[src/rtl/spi_cmd_pkg.sv]
// spi_cmd_pkg
//   Shared types and constants for the SPI command decoder.
//   state_t    : decoder FSM states
//   RW_BIT     : command-byte bit selecting read (1) or write (0)
//   STATUS_SIG : fixed upper nibble of the status byte (SPI_CMD_STATUS_EN builds)
//   CMD_READ / CMD_WRITE : values of the RW bit
package spi_cmd_pkg;

  typedef enum logic [2:0] {
    S_IDLE   = 3'd0,
    S_CMD    = 3'd1,
    S_WR     = 3'd2,
    S_RD     = 3'd3,
    S_RD_CAP = 3'd4
  } state_t;

  localparam int         RW_BIT     = 7;
  localparam logic [3:0] STATUS_SIG = 4'hA;
  localparam logic       CMD_READ   = 1'b1;
  localparam logic       CMD_WRITE  = 1'b0;

endpackage

[src/rtl/sync_2ff.sv]
// sync_2ff
//   Two-flop synchroniser for signals crossing into i_Clk. The reset value
//   is a parameter so inactive-high lines (e.g. a chip-select) come out of
//   reset in their deasserted state.
// Ports:
//   i_Clk   : destination clock
//   i_Rst_L : asynchronous reset, active low (flops load RST_VAL)
//   i_D     : asynchronous input
//   o_Q     : synchronised output
module sync_2ff #(
  parameter int               WIDTH   = 1,
  parameter logic [WIDTH-1:0] RST_VAL = '0
) (
  input  logic             i_Clk,
  input  logic             i_Rst_L,
  input  logic [WIDTH-1:0] i_D,
  output logic [WIDTH-1:0] o_Q
);

  logic [WIDTH-1:0] r_meta;
  logic [WIDTH-1:0] r_sync;

  always_ff @(posedge i_Clk or negedge i_Rst_L) begin
    if (!i_Rst_L) begin
      r_meta <= RST_VAL;
      r_sync <= RST_VAL;
    end else begin
      r_meta <= i_D;
      r_sync <= r_meta;
    end
  end

  assign o_Q = r_sync;

endmodule

[src/rtl/spi_cmd_decoder.sv]
// spi_cmd_decoder
//   Turns received SPI bytes into register-bus operations. The first byte of
//   a transaction is a command: bit 7 selects read/write, the low ADDR_W bits
//   give the start address. Writes take every following byte as data; reads
//   return data as TX bytes, with each following (dummy) byte fetching the
//   next address. The address auto-increments and wraps silently.
//   Transaction boundaries come from a synchronised copy of i_SPI_CS_n; the
//   transaction closes once CS has been high for CS_HOLD cycles.
//
// Optional build macro: SPI_CMD_STATUS_EN
//   When defined, a status byte {4'hA, wrap_seen, last_was_write,
//   last_was_read, 1} is loaded into the TX path on every return to idle and
//   once after reset release, so the master shifts it out while sending the
//   next command byte.
//
// Ports:
//   i_Clk, i_Rst_L       : system clock, async active-low reset
//   i_RX_DV, i_RX_Byte   : received-byte pulse and data from the SPI slave
//   o_TX_DV, o_TX_Byte   : TX load pulse and byte to the SPI slave
//   i_SPI_CS_n           : raw chip-select (asynchronous, active low)
//   o_Reg_Addr           : register bus address
//   o_Reg_Wr_En/Wr_Data  : one-cycle write strobe and data
//   o_Reg_Rd_En          : one-cycle read strobe; i_Reg_Rd_Data valid 1 cycle later
//   i_Reg_Rd_Data        : register read data
//   o_Busy               : high while a transaction is open
//
// state    | meaning
// ---------+---------------------------------------------------------
// S_IDLE   | no transaction; waiting for synced CS to go low
// S_CMD    | CS low, waiting for the command byte
// S_WR     | write burst: each RX byte becomes a write strobe
// S_RD     | read burst: each RX (dummy) byte fetches the next address
// S_RD_CAP | read strobe in flight; capture data into the TX path
module spi_cmd_decoder
  import spi_cmd_pkg::*;
#(
  parameter int ADDR_W  = 7,
  parameter int CS_HOLD = 4
) (
  input  logic              i_Clk,
  input  logic              i_Rst_L,
  input  logic              i_RX_DV,
  input  logic [7:0]        i_RX_Byte,
  output logic              o_TX_DV,
  output logic [7:0]        o_TX_Byte,
  input  logic              i_SPI_CS_n,
  output logic [ADDR_W-1:0] o_Reg_Addr,
  output logic              o_Reg_Wr_En,
  output logic [7:0]        o_Reg_Wr_Data,
  output logic              o_Reg_Rd_En,
  input  logic [7:0]        i_Reg_Rd_Data,
  output logic              o_Busy
);

  localparam int               HOLD_W    = 4;
  localparam logic [HOLD_W-1:0] HOLD_LAST = HOLD_W'(CS_HOLD - 1);

  state_t            r_state;
  logic [ADDR_W-1:0] r_addr;
  logic [HOLD_W-1:0] r_hold_cnt;
  logic              r_tx_dv;
  logic [7:0]        r_tx_byte;
  logic              r_wr_en;
  logic [7:0]        r_wr_data;
  logic              r_rd_en;

  logic w_cs_s;
  logic w_cs_end;
  logic w_addr_inc;
  logic w_go_idle;

  sync_2ff #(
    .WIDTH   (1),
    .RST_VAL (1'b1)
  ) u_cs_sync (
    .i_Clk   (i_Clk),
    .i_Rst_L (i_Rst_L),
    .i_D     (i_SPI_CS_n),
    .o_Q     (w_cs_s)
  );

  // r_hold_cnt counts prior consecutive high samples, so the current sample
  // makes CS_HOLD in a row when it reaches HOLD_LAST.
  assign w_cs_end = w_cs_s && (r_hold_cnt == HOLD_LAST) && (r_state != S_IDLE);

  // Address steps after each write strobe and after each read capture.
  assign w_addr_inc = r_wr_en || ((r_state == S_RD_CAP) && !r_rd_en);

  // Close only when nothing is in flight: a late RX byte or an outstanding
  // write strobe keeps the transaction open one more cycle. S_RD_CAP is
  // excluded so a started read always finishes its capture.
  assign w_go_idle = w_cs_end && !i_RX_DV && !r_wr_en &&
                     (r_state inside {S_CMD, S_WR, S_RD});

`ifdef SPI_CMD_STATUS_EN
  logic       r_status_pend;
  logic       r_wrap_seen;
  logic       r_last_wr;
  logic       r_last_rd;
  logic [7:0] w_status;

  assign w_status = {STATUS_SIG, r_wrap_seen, r_last_wr, r_last_rd, 1'b1};
`endif

  always_ff @(posedge i_Clk or negedge i_Rst_L) begin
    if (!i_Rst_L) begin
      r_state    <= S_IDLE;
      r_addr     <= '0;
      r_hold_cnt <= '0;
      r_tx_dv    <= 1'b0;
      r_tx_byte  <= '0;
      r_wr_en    <= 1'b0;
      r_wr_data  <= '0;
      r_rd_en    <= 1'b0;
`ifdef SPI_CMD_STATUS_EN
      r_status_pend <= 1'b1;
      r_wrap_seen   <= 1'b0;
      r_last_wr     <= 1'b0;
      r_last_rd     <= 1'b0;
`endif
    end else begin
      r_wr_en <= 1'b0;
      r_rd_en <= 1'b0;
      r_tx_dv <= 1'b0;

      if (!w_cs_s || (r_state == S_IDLE)) begin
        r_hold_cnt <= '0;
      end else if (r_hold_cnt != HOLD_LAST) begin
        r_hold_cnt <= r_hold_cnt + HOLD_W'(1);
      end

      if (w_addr_inc) begin
        r_addr <= r_addr + ADDR_W'(1);
      end

`ifdef SPI_CMD_STATUS_EN
      if (w_addr_inc && (&r_addr)) begin
        r_wrap_seen <= 1'b1;
      end
      if (r_wr_en) begin
        r_last_wr <= 1'b1;
      end
      if (r_rd_en) begin
        r_last_rd <= 1'b1;
      end
      if (r_status_pend || w_go_idle) begin
        r_status_pend <= 1'b0;
        r_tx_dv       <= 1'b1;
        r_tx_byte     <= w_status;
      end
`endif

      case (r_state)
        S_IDLE: begin
          if (!w_cs_s) begin
            r_state <= S_CMD;
`ifdef SPI_CMD_STATUS_EN
            r_wrap_seen <= 1'b0;
            r_last_wr   <= 1'b0;
            r_last_rd   <= 1'b0;
`endif
          end
        end

        S_CMD: begin
          if (i_RX_DV) begin
            r_addr <= i_RX_Byte[ADDR_W-1:0];
            case (i_RX_Byte[RW_BIT])
              CMD_READ: begin
                r_rd_en <= 1'b1;
                r_state <= S_RD_CAP;
              end
              CMD_WRITE: r_state <= S_WR;
              default:   r_state <= S_WR;
            endcase
          end else if (w_go_idle) begin
            r_state <= S_IDLE;
          end
        end

        S_WR: begin
          if (i_RX_DV) begin
            r_wr_en   <= 1'b1;
            r_wr_data <= i_RX_Byte;
          end else if (w_go_idle) begin
            r_state <= S_IDLE;
          end
        end

        S_RD: begin
          if (i_RX_DV) begin
            r_rd_en <= 1'b1;
            r_state <= S_RD_CAP;
          end else if (w_go_idle) begin
            r_state <= S_IDLE;
          end
        end

        S_RD_CAP: begin
          // First cycle here is the strobe itself; data arrives the cycle after.
          if (!r_rd_en) begin
            r_tx_byte <= i_Reg_Rd_Data;
            r_tx_dv   <= 1'b1;
            r_state   <= S_RD;
          end
        end

        default: r_state <= S_IDLE;
      endcase
    end
  end

  assign o_TX_DV       = r_tx_dv;
  assign o_TX_Byte     = r_tx_byte;
  assign o_Reg_Addr    = r_addr;
  assign o_Reg_Wr_En   = r_wr_en;
  assign o_Reg_Wr_Data = r_wr_data;
  assign o_Reg_Rd_En   = r_rd_en;
  assign o_Busy        = (r_state != S_IDLE);

endmodule

[config.mk]
export PLATFORM = sky130hd
export DESIGN_NAME = spi_cmd_decoder
export DESIGN_NICKNAME = d
export VERILOG_FILES = /design/src/rtl/spi_cmd_pkg.sv /design/src/rtl/sync_2ff.sv /design/src/rtl/spi_cmd_decoder.sv
export SDC_FILE = /design/constraint.sdc
export NUM_CORES = 1
export LEC_CHECK = 0
export ABC_AREA = 1
export CORE_UTILIZATION = 50
export DETAILED_ROUTE_END_ITERATION = 12
export GPL_TIMING_DRIVEN = 0
export PLACE_DENSITY_LB_ADDON = 0.3
export SLEW_MARGIN = 20
export SYNTH_ARGS = -nofsm -noshare
export SYNTH_HDL_FRONTEND = slang
export SYNTH_HIERARCHICAL = 1
export SYNTH_SLANG_ARGS = --single-unit
[constraint.sdc]
create_clock -name i_Clk -period 3.35 [get_ports i_Clk]
set_clock_uncertainty 0.15 [all_clocks]
set_input_delay 0.67 -clock i_Clk [delete_from_list [all_inputs] [get_ports i_Clk]]
set_output_delay 0.67 -clock i_Clk [all_outputs]
set_load 0.005 [all_outputs]
# Yosys cells after proc, flatten, opt, wreduce, memory -nomap -nowiden
# Index checks and enable logic that the tools add are counted.
# word_totals
ff_bits	35
latch_bits	0
ram_bits	0
rom_bits	0
wordCells	62
n_memories	0
# classes
add_sub_neg	2
n_mul	0
div_mod_pow	0
magnitude_cmp	0
eq_ne	9
n_shift	0
muxes	20
n_bitwise	2
reduce_logical	19
# ops
operator	count
2-to-1 mux 7 bit	3
2-to-1 mux 3 bit	6
case mux 3 bit (5 select lines)	1
2-to-1 mux 4 bit	2
adder 7 x 1 -> 7 bit, second input constant	1
== test 3 x 2 -> 1 bit, second input constant	2
logical AND 1 bit	6
2-to-1 mux 1 bit	6
inequality test 2 bit, second input constant	3
case mux 3 bit (2 select lines)	1
nonzero test 3 bit	2
adder 4 x 1 -> 4 bit, second input constant	1
== test 4 x 2 -> 1 bit, second input constant	1
zero test 1 bit	4
inequality test 4 x 2 -> 1 bit, second input constant	1
AND reduction 2 bit	2
== test 3 x 1 -> 1 bit, second input constant	1
== test 3 bit, second input constant	1
zero test 3 bit	1
AND reduction 3 bit	1
logical OR 1 bit	2
inverter 1 bit	2
case mux 1 bit (2 select lines)	1
nonzero test 2 bit	1

# Depth between registers and ports, before layout
# logic_depth
ltp_word	9
depth_mapped	9
ltp_nobuf	9

# Hierarchy
# The synthesis kept the hierarchy.
# modules_own_cells
mod	instances	cells_per_inst	area_each_um2
spi_cmd_decoder	1	186	1591.5
sync_2ff	1	2	52.6

# Least setup slack after synthesis
# OpenSTA, ideal clock, no wires.
# synth_timing
path_kind	input -> register
startpoint	input port i_RX_DV
endpoint	register r_wr_data[1] (netlist: o_Reg_Wr_Data[1])
arrival_ns	1.348
slack_ns	1.731
cell_stages	6
path_buffers	1
path_cell_list	inv_1 > nor3_4 > inv_2 > buf_2 > nand2_1 > o21ai_1
# synth_via
elab_chain_len	1
# synth_rtl
item	line_no	source
start, declared	spi_cmd_decoder.sv:42	input logic i_RX_DV,
AND reduction 2 bit (no line)	n/a	
end signal, assigned	spi_cmd_decoder.sv:184	r_wr_data <= i_RX_Byte;
end, declared	spi_cmd_decoder.sv:64	logic [7:0] r_wr_data;
# No other way between the ends.
# A chain may end at the register's enable or synchronous reset.

# Worst setup path after layout
# layout_timing
startpoint	register r_state[1]
endpoint	output port o_Busy
# layout_via
elab_chain_len	1
# layout_rtl
item	line_no	source
start, declared	spi_cmd_decoder.sv:58	state_t r_state;
start signal, assigned	spi_cmd_decoder.sv:107	r_state <= S_IDLE;
start signal, assigned	spi_cmd_decoder.sv:156	r_state <= S_CMD;
start signal, assigned	spi_cmd_decoder.sv:171	r_state <= S_RD_CAP;
nonzero test 3 bit	spi_cmd_decoder.sv:219	assign o_Busy = (r_state != S_IDLE);
end, declared	spi_cmd_decoder.sv:52	output logic o_Busy
# No other way between the ends.

==> PnR_summary.wiki <==
{| class="wikitable"
! Metric !! Value
|-
| Tightest Pin Transition || 0.444 ns
|-
| Worst-case reg-to-reg path depth || 7
|-
| Kind of cell adding the most delay to the critical path || flip-flops
|-
| Lkg Pwr || 1.08 nW
|-
| Starting Density || 0.534
|-
| Register-to-Register Setup Slack || roughly 1.6 ns
|-
| Cell depth of the worst min-delay path || 0
|-
| Cell accounting for the most synthesized area || sky130_fd_sc_hd__dfrtp_1
|-
| Peak fanout along the critical path || 6
|-
| DRC viols || 0
|-
| Post-DR wirelength/cell || between 10 and 15 um
|-
| Worst r2r dst || o_Reg_Wr_Data[1]$_DFFE_PN0P_
|-
| All-layer global routing usage || 0.216
|-
| H-tree depth reported by CTS || 2
|-
| Area inside the core boundary || 0.00308 sq mm
|-
| Pre-Repair DR Iteration Count || 4
|-
| Leading cell types by total area after synthesis || sky130_fd_sc_hd__dfrtp_1, sky130_fd_sc_hd__nand2_1, sky130_fd_sc_hd__inv_1
|-
| Die area || 0.00352 sq mm
|-
| Data arrival, critical path || around 1.6 ns
|-
| TritonCTS sink count || 35
|-
| Count of final setup violators || 0
|-
| Fillcell total || 257
|-
| Post-CTS repair timing setup buffer count || 0
|-
| Element type at the critical path start || register
|-
| Type of the most critical hold path || register to register
|-
| Highest achievable clock rate || 0.419 GHz
|-
| Flop and latch count out of synthesis || 35
|-
| Number of buffers added by the clock tree synthesis step || 5
|-
| Height of the chip || 59.3 um
|-
| Number of instances in the synthesized netlist || 188
|-
| Share of the clock period used by the worst path || 0.712
|-
| Max clock buf depth || 2
|-
| Power density over the cells || 808 mW/mm^2
|-
| Synthesized Nets || 210
|-
| Startpoint of the worst-slack reg-to-reg timing path || r_state[2]$_DFFE_PN0P_
|-
| Routed vias || 1347
|-
| Mapped Avg Cell Area || 8.75 sq um
|-
| Hold EP || u_cs_sync/o_Q$_DFF_PN1_
|-
| WL final || 3230 um
|-
| Clock transition time at the flip-flop clock pins of the worst setup and hold paths || 0.12 ns
|-
| Number of I/O port buffers || 46
|-
| Wire length of the first global-routing pass || 5510 um
|-
| Hold_buf cts || 1
|-
| Pin count of the biggest net entering global routing || 29
|-
| Critical path's largest stage delay || 0.46 ns
|-
| Final ANT Viol Nets || 0
|-
| Worst slew margin || 0.703
|-
| Clk Tree Root Cell || sky130_fd_sc_hd__clkbuf_4
|-
| Core Rows || 20
|-
| Remaining global-route overflow || 0
|-
| Distinct cell type count after synthesis || 29
|-
| Final-report max-slew violation count || 0
|-
| Outcome || complete, no violations
|-
| TritonCTS clock tree || yes
|-
| Ports placed on the boundary || between 40 and 50
|-
| Kind of critical path || register to output pin
|-
| DRC violation total after the first TritonRoute iteration || 55
|-
| CTS-repair resized insts || 0
|-
| Non-filler instance count after layout || 288
|-
| Required time at the worst-slack endpoint || 2.53 ns
|-
| Top cell type's share of synthesized area || 0.502
|-
| Antenna violations before repair || 0
|-
| Synth Warn # || 6
|-
| Clock latency on the worst-skew pair || 0.34 ns
|-
| Max rail drop VDD || 0.000465 V
|-
| Via density || 4.68
|-
| Hold Vio Cnt, Final || 0
|-
| Via count of the first global-routing pass || 1272
|-
| Worst min-delay path startpoint || u_cs_sync/r_meta$_DFF_PN1_
|-
| Sequential element share of the synthesized area || 0.534
|-
| Category of the worst setup path capture point || output pin
|-
| Nets || 265
|-
| Layout cells sized above 1 || 0.115
|-
| Die width || 59.3 um
|-
| Minimum clock period || 2.38 ns
|-
| Cell Area, Synth || 0.00164 sq mm
|-
| RD Place Congestion || 0.784
|-
| Layout overhead on the synthesized area || 36.7%
|-
| Worst path slowest cell || sky130_fd_sc_hd__dfrtp_1
|-
| Half-perimeter wire length after placement || 2370 um
|-
| # Max-Cap Violations || 0
|-
| Cells along the critical path || nor2_4 > nand2_4 > clkdlybuf4s50_1
|-
| Placed cells || 279
|-
| RSZ-0062 raised after global routing || false
|-
| Crit path buf inv count || 1
|-
| Diodes inserted || 0
|-
| Sum Neg Setup Slack || 0 ns
|}
-- Yosys cell counts --
master	number
sky130_fd_sc_hd__nand2_1	68
sky130_fd_sc_hd__nand2_4	2
sky130_fd_sc_hd__nor3_4	1
sky130_fd_sc_hd__nor2_1	13
sky130_fd_sc_hd__o22ai_1	1
sky130_fd_sc_hd__nand3_4	1
sky130_fd_sc_hd__nand3_2	1
sky130_fd_sc_hd__ha_1	2
sky130_fd_sc_hd__nand4_2	1
sky130_fd_sc_hd__nand3_1	9
sky130_fd_sc_hd__nor3_1	1
sky130_fd_sc_hd__nor2_4	1
sky130_fd_sc_hd__clkinv_1	1
sky130_fd_sc_hd__nand2_8	1
sky130_fd_sc_hd__dfstp_2	2
sky130_fd_sc_hd__nand2_2	2
sky130_fd_sc_hd__nor2_2	2
sky130_fd_sc_hd__dfrtp_1	33
sky130_fd_sc_hd__o211ai_1	2
sky130_fd_sc_hd__inv_2	2
sky130_fd_sc_hd__nand3b_1	1
sky130_fd_sc_hd__a21oi_1	3
sky130_fd_sc_hd__o21bai_1	3
sky130_fd_sc_hd__inv_1	19
sky130_fd_sc_hd__buf_2	2
sky130_fd_sc_hd__o21ai_1	1
sky130_fd_sc_hd__o21ai_0	7
sky130_fd_sc_hd__xor2_1	4
sky130_fd_sc_hd__xnor2_1	2
-- layout by cell type (no fill, tap or decap), types with 2 or more instances in the layout --
master                            netlist  routed
sky130_fd_sc_hd__nand2_2                2       2
sky130_fd_sc_hd__clkbuf_4               0       5
sky130_fd_sc_hd__clkdlybuf4s50_1        0      45
sky130_fd_sc_hd__inv_2                  2       2
sky130_fd_sc_hd__nand3_1                9       9
sky130_fd_sc_hd__o211ai_1               2       2
sky130_fd_sc_hd__a21oi_1                3       3
sky130_fd_sc_hd__ha_1                   2       2
sky130_fd_sc_hd__buf_2                  2       3
sky130_fd_sc_hd__o21ai_0                7       7
sky130_fd_sc_hd__nand2_1               68      68
sky130_fd_sc_hd__xor2_1                 4       4
sky130_fd_sc_hd__inv_1                 19      19
sky130_fd_sc_hd__nand2_4                2       2
sky130_fd_sc_hd__dfstp_2                2       2
sky130_fd_sc_hd__o21bai_1               3       3
sky130_fd_sc_hd__nor2_1                13      13
sky130_fd_sc_hd__xnor2_1                2       2
sky130_fd_sc_hd__clkinv_4               0       2
sky130_fd_sc_hd__dfrtp_1               33      33
sky130_fd_sc_hd__nor2_2                 2       2
-- registers in the layout, summed over array words and instances, names as in the netlist --
signal / flops
u_cs_sync/r_meta: 1
o_Reg_Wr_Data: 8
u_cs_sync/o_Q: 1
o_TX_Byte: 8
o_Reg_Wr_En: 1
r_hold_cnt: 4
o_Reg_Rd_En: 1
o_Reg_Addr: 7
o_TX_DV: 1
r_state: 3
-- power breakdown --
part	leakage (nW)	total [mW]	internal, mW	switching [mW]
clock	0.0314	0.233	0.0839	0.149
sequential	0.433	0.735	0.593	0.142
combinational	0.612	0.847	0.463	0.383
total	1.08	1.81	1.14	0.675
-- cell type report --
type,instances,area [sq um],share of cell area
well taps,44,55.1,0.0245
clock inverters,3,25.0,0.0111
repair buffers,48,485,0.216
flip-flops and latches,35,878,0.391
plain buffers,2,10.0,0.00445
inverters,22,82.6,0.0367
multi-input cells,129,673,0.300
clock buffers,5,37.5,0.0167
-- logic make-up after synthesis --
logic type / after synthesis / share of synthesized area
compound gates: 17 / 0.0601
xor+xnor: 6 / 0.0320
fa+ha+maj: 2 / 0.0152
buf+inv: 24 / 0.0563
flops: 35 / 0.534
simple gates: 104 / 0.302
-- metrics by stage --
stage / utilization / hold WS, ns / area, sq um / power (mW) / worst slack (ns)
after floorplan: - / 0.195 / 1640 / 1.17 / 1.73
after global placement: 0.702 / 0.197 / 2160 / 1.56 / 0.727
after detailed placement: 0.707 / 0.197 / 2170 / 1.59 / 0.903
after CTS: 0.730 / 0.226 / 2250 / 1.83 / 0.947
after global routing: 0.730 / 0.234 / 2250 / 1.98 / 0.861
final: 0.730 / 0.219 / 2250 / 1.81 / 0.966
-- metal layers --
| metal | vias to the layer above | track usage | part of all wire |
|---|---|---|---|
| met2 | 38 | 0.327 | 0.46 |
| met5 | - | 0 | 0 |
| met3 | 8 | 0.0808 | 0.056 |
| met4 | 0 | 0.0816 | 0.018 |
| li1 | 696 | - | - |
| met1 | 605 | 0.281 | 0.47 |
-- how the worst max path moves through the flow --
stage | slack [ns] | startpoint | depth (start not counted) | endpoint
final | 0.97 | r_state[1]$_DFFE_PN0P_ | 3 | o_Busy
after global routing | 0.86 | r_state[1]$_DFFE_PN0P_ | 3 | o_Busy
after CTS | 0.95 | r_state[0]$_DFFE_PN0P_ | 3 | o_Busy
after detailed placement | 0.90 | i_RX_DV | 7 | o_Reg_Wr_Data[1]$_DFFE_PN0P_
after global placement | 0.73 | i_Rst_L | 1 | o_TX_Byte[7]$_DFFE_PN0P_
after floorplan | 1.73 | i_RX_DV | 6 | o_Reg_Wr_Data[1]$_DFFE_PN0P_
Power figures use the tool's default switching activity.
